===== config.mk =====
export PLATFORM = sky130hd
export DESIGN_NAME = preset_release_sequencer
export DESIGN_NICKNAME = d
export VERILOG_FILES = /design/src/rtl/preset_seq_pkg.sv /design/src/rtl/seq_cycle_counter.sv /design/src/rtl/preset_release_sequencer.sv
export SDC_FILE = /design/constraint.sdc
export NUM_CORES = 1
export LEC_CHECK = 0
export ABC_AREA = 1
export CORE_MARGIN = 4
export CORE_UTILIZATION = 35
export CTS_CLUSTER_DIAMETER = 100
export CTS_CLUSTER_SIZE = 30
export DETAILED_ROUTE_END_ITERATION = 16
export PLACE_DENSITY = 0.6
export RECOVER_POWER = 50
export SYNTH_ARGS = -nofsm -noshare
export SYNTH_HDL_FRONTEND = slang
export SYNTH_SLANG_ARGS = --single-unit

===== constraint.sdc =====
create_clock -name C -period 2.1 [get_ports C]
set_clock_uncertainty 0.15 [all_clocks]
set_input_delay 0.315 -clock C [delete_from_list [all_inputs] [get_ports C]]
set_output_delay 0.315 -clock C [all_outputs]
set_load 0.02 [all_outputs]

===== src/rtl/preset_seq_pkg.sv =====
// Shared types for the preset/clock-enable release sequencer.
// Holds the FSM state encoding and the bank index width helper.
package preset_seq_pkg;

    typedef enum logic [1:0] {
        ST_ASSERT  = 2'd0,
        ST_RELEASE = 2'd1,
        ST_STAGGER = 2'd2,
        ST_RUN     = 2'd3
    } state_e;

    // Width of the bank index; a single bank still needs a 1-bit index.
    function automatic int idx_w(input int n);
        return (n <= 2) ? 1 : $clog2(n);
    endfunction

endpackage


===== src/rtl/seq_cycle_counter.sv =====
// Up-counter with sync clear and a terminal-value compare; terminal flag is combinational
// from the registered count. No backpressure: inc/clr are obeyed every cycle.
module seq_cycle_counter #(
    parameter int CNT_W = 8
) (
    input  logic             clk_i,
    input  logic             rst_ni,
    input  logic             clr_i,
    input  logic             inc_i,
    input  logic [CNT_W-1:0] term_i,
    output logic             at_term_o
);

    logic [CNT_W-1:0] cnt_q, cnt_d;

    always_comb begin
        cnt_d = cnt_q;
        if (clr_i) begin
            cnt_d = '0;
        end else if (inc_i) begin
            cnt_d = cnt_q + CNT_W'(1);
        end
    end

    always_ff @(posedge clk_i or negedge rst_ni) begin
        if (!rst_ni) begin
            cnt_q <= '0;
        end else begin
            cnt_q <= cnt_d;
        end
    end

    assign at_term_o = (cnt_q == term_i);

endmodule


===== src/rtl/preset_release_sequencer.sv =====
// Holds all banks in preset, releases them in index order, enables each after ready + stagger.
// All outputs registered; a software req in RUN re-presets every bank with a one-cycle ack.
module preset_release_sequencer
    import preset_seq_pkg::*;
#(
    parameter int NUM_DOMAINS    = 4,
    parameter int HOLD_CYCLES    = 16,
    parameter int TIMEOUT_CYCLES = 64,
    parameter int STAGGER_CYCLES = 4,
    parameter int CNT_W          = 8
) (
    input  logic                   C,
    input  logic                   RST_N,
    input  logic                   req,
    input  logic [NUM_DOMAINS-1:0] rdy,
    output logic [NUM_DOMAINS-1:0] pre,
    output logic [NUM_DOMAINS-1:0] ce,
    output logic                   ack,
    output logic                   busy,
    output logic                   done,
    output logic [NUM_DOMAINS-1:0] err
);

    localparam int IDX_W = idx_w(NUM_DOMAINS);
    localparam int CNT_MAX = (1 << CNT_W) - 1;

    if (NUM_DOMAINS < 1 || NUM_DOMAINS > 16) begin : g_bad_domains
        $error("NUM_DOMAINS must be in 1..16");
    end
    if (HOLD_CYCLES < 1 || TIMEOUT_CYCLES < 1 || STAGGER_CYCLES < 1) begin : g_bad_cycles
        $error("cycle parameters must be >= 1");
    end
    if (HOLD_CYCLES > CNT_MAX || TIMEOUT_CYCLES > CNT_MAX || STAGGER_CYCLES > CNT_MAX) begin : g_bad_cnt_w
        $error("CNT_W too narrow for the cycle parameters");
    end

    state_e                 state_q, state_d;
    logic [IDX_W-1:0]       k_q, k_d, k_nxt;
    logic [NUM_DOMAINS-1:0] pre_q, pre_d, ce_q, ce_d, err_q, err_d;
    logic                   ack_q, ack_d, busy_q, done_q;
    logic [NUM_DOMAINS-1:0] sel_k, sel_nxt;
    logic                   rdy_k, last_k;
    logic                   cnt_clr, cnt_inc, at_term;
    logic [CNT_W-1:0]       term;

    assign k_nxt  = k_q + IDX_W'(1);
    assign last_k = (k_q == IDX_W'(NUM_DOMAINS - 1));
    assign rdy_k  = |(rdy & sel_k);

    // One-hot selects for the current and next bank keep all indexing in range.
    always_comb begin
        sel_k   = '0;
        sel_nxt = '0;
        for (int j = 0; j < NUM_DOMAINS; j++) begin
            sel_k[j]   = (k_q == IDX_W'(j));
            sel_nxt[j] = (k_nxt == IDX_W'(j));
        end
    end

    always_comb begin
        case (state_q)
            ST_ASSERT:  term = CNT_W'(HOLD_CYCLES - 1);
            ST_RELEASE: term = CNT_W'(TIMEOUT_CYCLES - 1);
            ST_STAGGER: term = CNT_W'(STAGGER_CYCLES - 1);
            default:    term = '0;
        endcase
    end

    seq_cycle_counter #(
        .CNT_W(CNT_W)
    ) u_cnt (
        .clk_i    (C),
        .rst_ni   (RST_N),
        .clr_i    (cnt_clr),
        .inc_i    (cnt_inc),
        .term_i   (term),
        .at_term_o(at_term)
    );

    always_comb begin
        state_d = state_q;
        k_d     = k_q;
        pre_d   = pre_q;
        ce_d    = ce_q;
        err_d   = err_q;
        ack_d   = 1'b0;
        cnt_clr = 1'b0;
        cnt_inc = 1'b0;
        case (state_q)
            ST_ASSERT: begin
                pre_d   = '1;
                ce_d    = '0;
                cnt_inc = 1'b1;
                if (at_term) begin
                    state_d  = ST_RELEASE;
                    k_d      = '0;
                    pre_d[0] = 1'b0;
                    cnt_clr  = 1'b1;
                end
            end
            ST_RELEASE: begin
                // Ready takes priority over a timeout landing on the same edge.
                if (rdy_k) begin
                    state_d = ST_STAGGER;
                    cnt_clr = 1'b1;
                end else if (at_term) begin
                    err_d   = err_q | sel_k;
                    state_d = ST_STAGGER;
                    cnt_clr = 1'b1;
                end else begin
                    cnt_inc = 1'b1;
                end
            end
            ST_STAGGER: begin
                cnt_inc = 1'b1;
                if (at_term) begin
                    ce_d    = ce_q | sel_k;
                    cnt_clr = 1'b1;
                    if (last_k) begin
                        state_d = ST_RUN;
                    end else begin
                        k_d     = k_nxt;
                        pre_d   = pre_q & ~sel_nxt;
                        state_d = ST_RELEASE;
                    end
                end
            end
            default: begin
                cnt_clr = 1'b1;
                pre_d   = '0;
                ce_d    = '1;
                if (req) begin
                    state_d = ST_ASSERT;
                    ack_d   = 1'b1;
                    pre_d   = '1;
                    ce_d    = '0;
                    err_d   = '0;
                end
            end
        endcase
    end

    always_ff @(posedge C or negedge RST_N) begin
        if (!RST_N) begin
            state_q <= ST_ASSERT;
            k_q     <= '0;
            pre_q   <= '1;
            ce_q    <= '0;
            err_q   <= '0;
            ack_q   <= 1'b0;
            busy_q  <= 1'b1;
            done_q  <= 1'b0;
        end else begin
            state_q <= state_d;
            k_q     <= k_d;
            pre_q   <= pre_d;
            ce_q    <= ce_d;
            err_q   <= err_d;
            ack_q   <= ack_d;
            busy_q  <= (state_d != ST_RUN);
            done_q  <= (state_d == ST_RUN);
        end
    end

    assign pre  = pre_q;
    assign ce   = ce_q;
    assign err  = err_q;
    assign ack  = ack_q;
    assign busy = busy_q;
    assign done = done_q;

endmodule

==> impl_results.md, run 1 <==
- Register area share after synthesis: 48.3%
- Crit path kind: flip-flop to primary output
- Vias: 1192
- Slowest stage delay, CP: 600 ps
- RSZ-0062 raised after global routing: false
- Mapped Avg Cell Area: 7.80 um^2
- Total track usage: 12.5%
- Die height: 71.5 um
- Final wirelength: between 2000 and 3000 um
- F_max: 527 MHz
- Multi-input logic area: 654 um^2
- Flops & latches, synth: 27
- Port buffer count: 21
- Die Wd: around 72 um
- # rows: 22
- Hold bufs inserted after CTS: 0
- Largest area contributor in the netlist: dfrtp_1
- CP top delay family: buffers and inverters
- WL per Instance: ~11 um
- Final slew viol count: 0
- Fin area: about 1700 um^2
- CP endpoint kind: primary output
- Pwr dens: 1380 nW/um^2
- N_diodes: 0
- Reg-to-Reg Start: state_q[0]
- Initial DRC count: 53
- Layout area overhead: 23.8%
- H-tree Lvls: 1
- Max IR drop VDD: 614 uV
- CTS buffer count: 3
- Antenna-violating nets left: 0
- Seq. cell area: 682 um^2
- Dpl cells: 253
- Synth top area cells: dfrtp_1, nand2_1, dfstp_2
- Worst min-delay path category: flip-flop to flip-flop
- Gate Count Post-Synth: between 150 and 200
- Worst R2R End: u_cnt.cnt_q[0]
- Max-cap viol count: 0
- CP Launch Type: flip-flop
- GRT overflow: 0
- Largest net degree at the start of global routing: 28
- Async SR Flop Fraction: between 90% and 100%
- Power Total: 2.41 mW
- Mapped Area: approximately 1400 um^2
- CTS tree: yes
- Count of cell types in the netlist: 20
- Outcome: finished clean
- Drt pass-1 iters: 4
- Final setup fails: 0
- Initial antenna violation count: 0
- Bufs and invs on worst path: 1
- Vias in the first global route: 1171
- R2R Setup Slk: between 300 and 400 ps
- Die area: 5110 um^2
- EDFF count, synth: 0
- Worst path required time: 1630 ps
- Root Buffer: clkbuf_8
- # IOs: 22
- Fillcell total: between 300 and 400
- Fin. Hold Viols: 0
- Worst Tran Pin Value: around 650 ps
- Period utilization: around nine tenths
- Worst skew pair latency: 280 ps
- Total Neg Setup Slack: 0 ps
- CTS sink cnt: 27
- CTS-repair resized insts: 0
- Share of the synthesized area in the top cell type: 39.0%
- Top-count cell post-synth: nand2_1
- Clk slew on worst S/H paths: approximately 90 ps
- Lkg Pwr: 0.894 nW
- Clock Path Buffers: 2
- Placer Congestion: about 0.83
- Setup Fix Bufs, Post-CTS: 0
- Tmin final: 1900 ps
- Critical Path AT: 1430 ps
- Ys flop type: dfrtp_1
- HPWL after detailed placement: 2190 um
- Worst-path fanout max: 3
- Net Count, Synth: 193
- Worst r2r path cells: 9
- Hold path endpoint: pre[0]
- Core area: approximately 3800 um^2
- Vias/cell: ~4.6
- Final net count: about 220
- Global-route wire length before repair: around 5100 um
- Starting Density: 37.4%
- Cell area after placement: 1700 um^2
- Worst Hold Launch: pre[0]
- CP cell instances: clkdlybuf4s50_1
- Worst hold path depth: 2
- Ys Warns: 0
- Final Non-Filler Cells: 257
- # DRC: 0
- Layout cells sized above 1: a little under a tenth
- Crit-path slowest cell: clkdlybuf4s50_1
- Most frequent cells after synthesis: nand2_1, nor2_1, dfrtp_1
- Slew margin rel.: between 50% and 60%
==> per-layer routing <==
| metal | vias up | GRT usage [%] | routed length (um) |
|---|---|---|---|
| met5 | - | 0 | 0 |
| met4 | 0 | 5.01 | 48 |
| met2 | 25 | 18.5 | 1230 |
| met1 | 540 | 17.9 | 1460 |
| li1 | 622 | - | - |
| met3 | 5 | 2.52 | 130 |
==> layout make-up <==
| type | instances | area share [%] |
|---|---|---|
| Multi-Input combinational cell | 134 | 37.5 |
| Timing Repair Buffer | 24 | 13.2 |
| Tap cell | 48 | 3.44 |
| Sequential cell | 27 | 39.0 |
| Clock buffer | 4 | 2.58 |
| Inverter | 20 | 4.30 |
==> flip-flops by register name, indices dropped and copies added, names as in the netlist <==
name and flops:
state_q 2, busy 1, pre 4, done 1, err 4, ce 4, k_q 2, u_cnt.cnt_q 8
ack 1
==> where the power goes <==
group	leakage (nW)	total (mW)	internal (mW)	switching, mW
logic	0.524	1.25	0.483	0.770
clock network	0.0228	0.303	0.136	0.167
registers	0.348	0.856	0.713	0.143
==> worst max-delay path by stage <==
stage          startpoint  cells past startpoint      to  slack, ps
3_3_place_gp          req                      7  err[1]        350
3_5_place_dp          req                      7  err[0]        340
5_1_grt            k_q[0]                      9  err[1]        160
4_1_cts            pre[3]                      1  pre[3]        200
6_report           pre[3]                      1  pre[3]        200
2_1_floorplan      k_q[0]                      9  err[3]        550
==> layout by cell type, fill, tap and decap left out <==
cell type        count
nor2_1              33
buf_4                2
nand2_4              1
clkbuf_2             1
xnor2_1              2
dfrtp_1             22
o21ai_1              4
clkbuf_8             3
nand2_2              1
nor2_2               2
nor2_4               2
clkbuf_1             1
xor2_1               3
inv_1               19
nand4_1              2
dfstp_2              5
ha_1                 5
clkdlybuf4s50_1     19
nand3_1             14
a21oi_1              1
dlygate4sd3_1        2
o21ai_0              7
nand4_2              1
inv_2                1
nand2_1             55
nand3_2              1
==> logic make-up after synthesis <==
group                    share of synthesized area [%]
adder cells (fa/ha/maj)                           4.43
AO/OA/AOI/OAI                                     4.25
AND/OR/NAND/NOR                                   34.6
XOR/XNOR                                          3.10
flip-flops                                        48.3
buffers and inverters                             5.32
==> through the flow <==
stage	util, %	setup slack, ps	hold slack [ps]
global route	46.3	158	348
floorplan	-	554	-131
detailed placement	45.2	338	316
CTS	46.4	195	259
global placement	45.2	353	311
finish	46.3	203	331
Note: power is estimated with default switching activity, not from simulation.
==> run 2: changes to the inputs <==
SKIP_LAST_GASP = 1   (was not set)
==> results of run 2 <==
Final layout, timing and power as in run 1 (identical DEF).
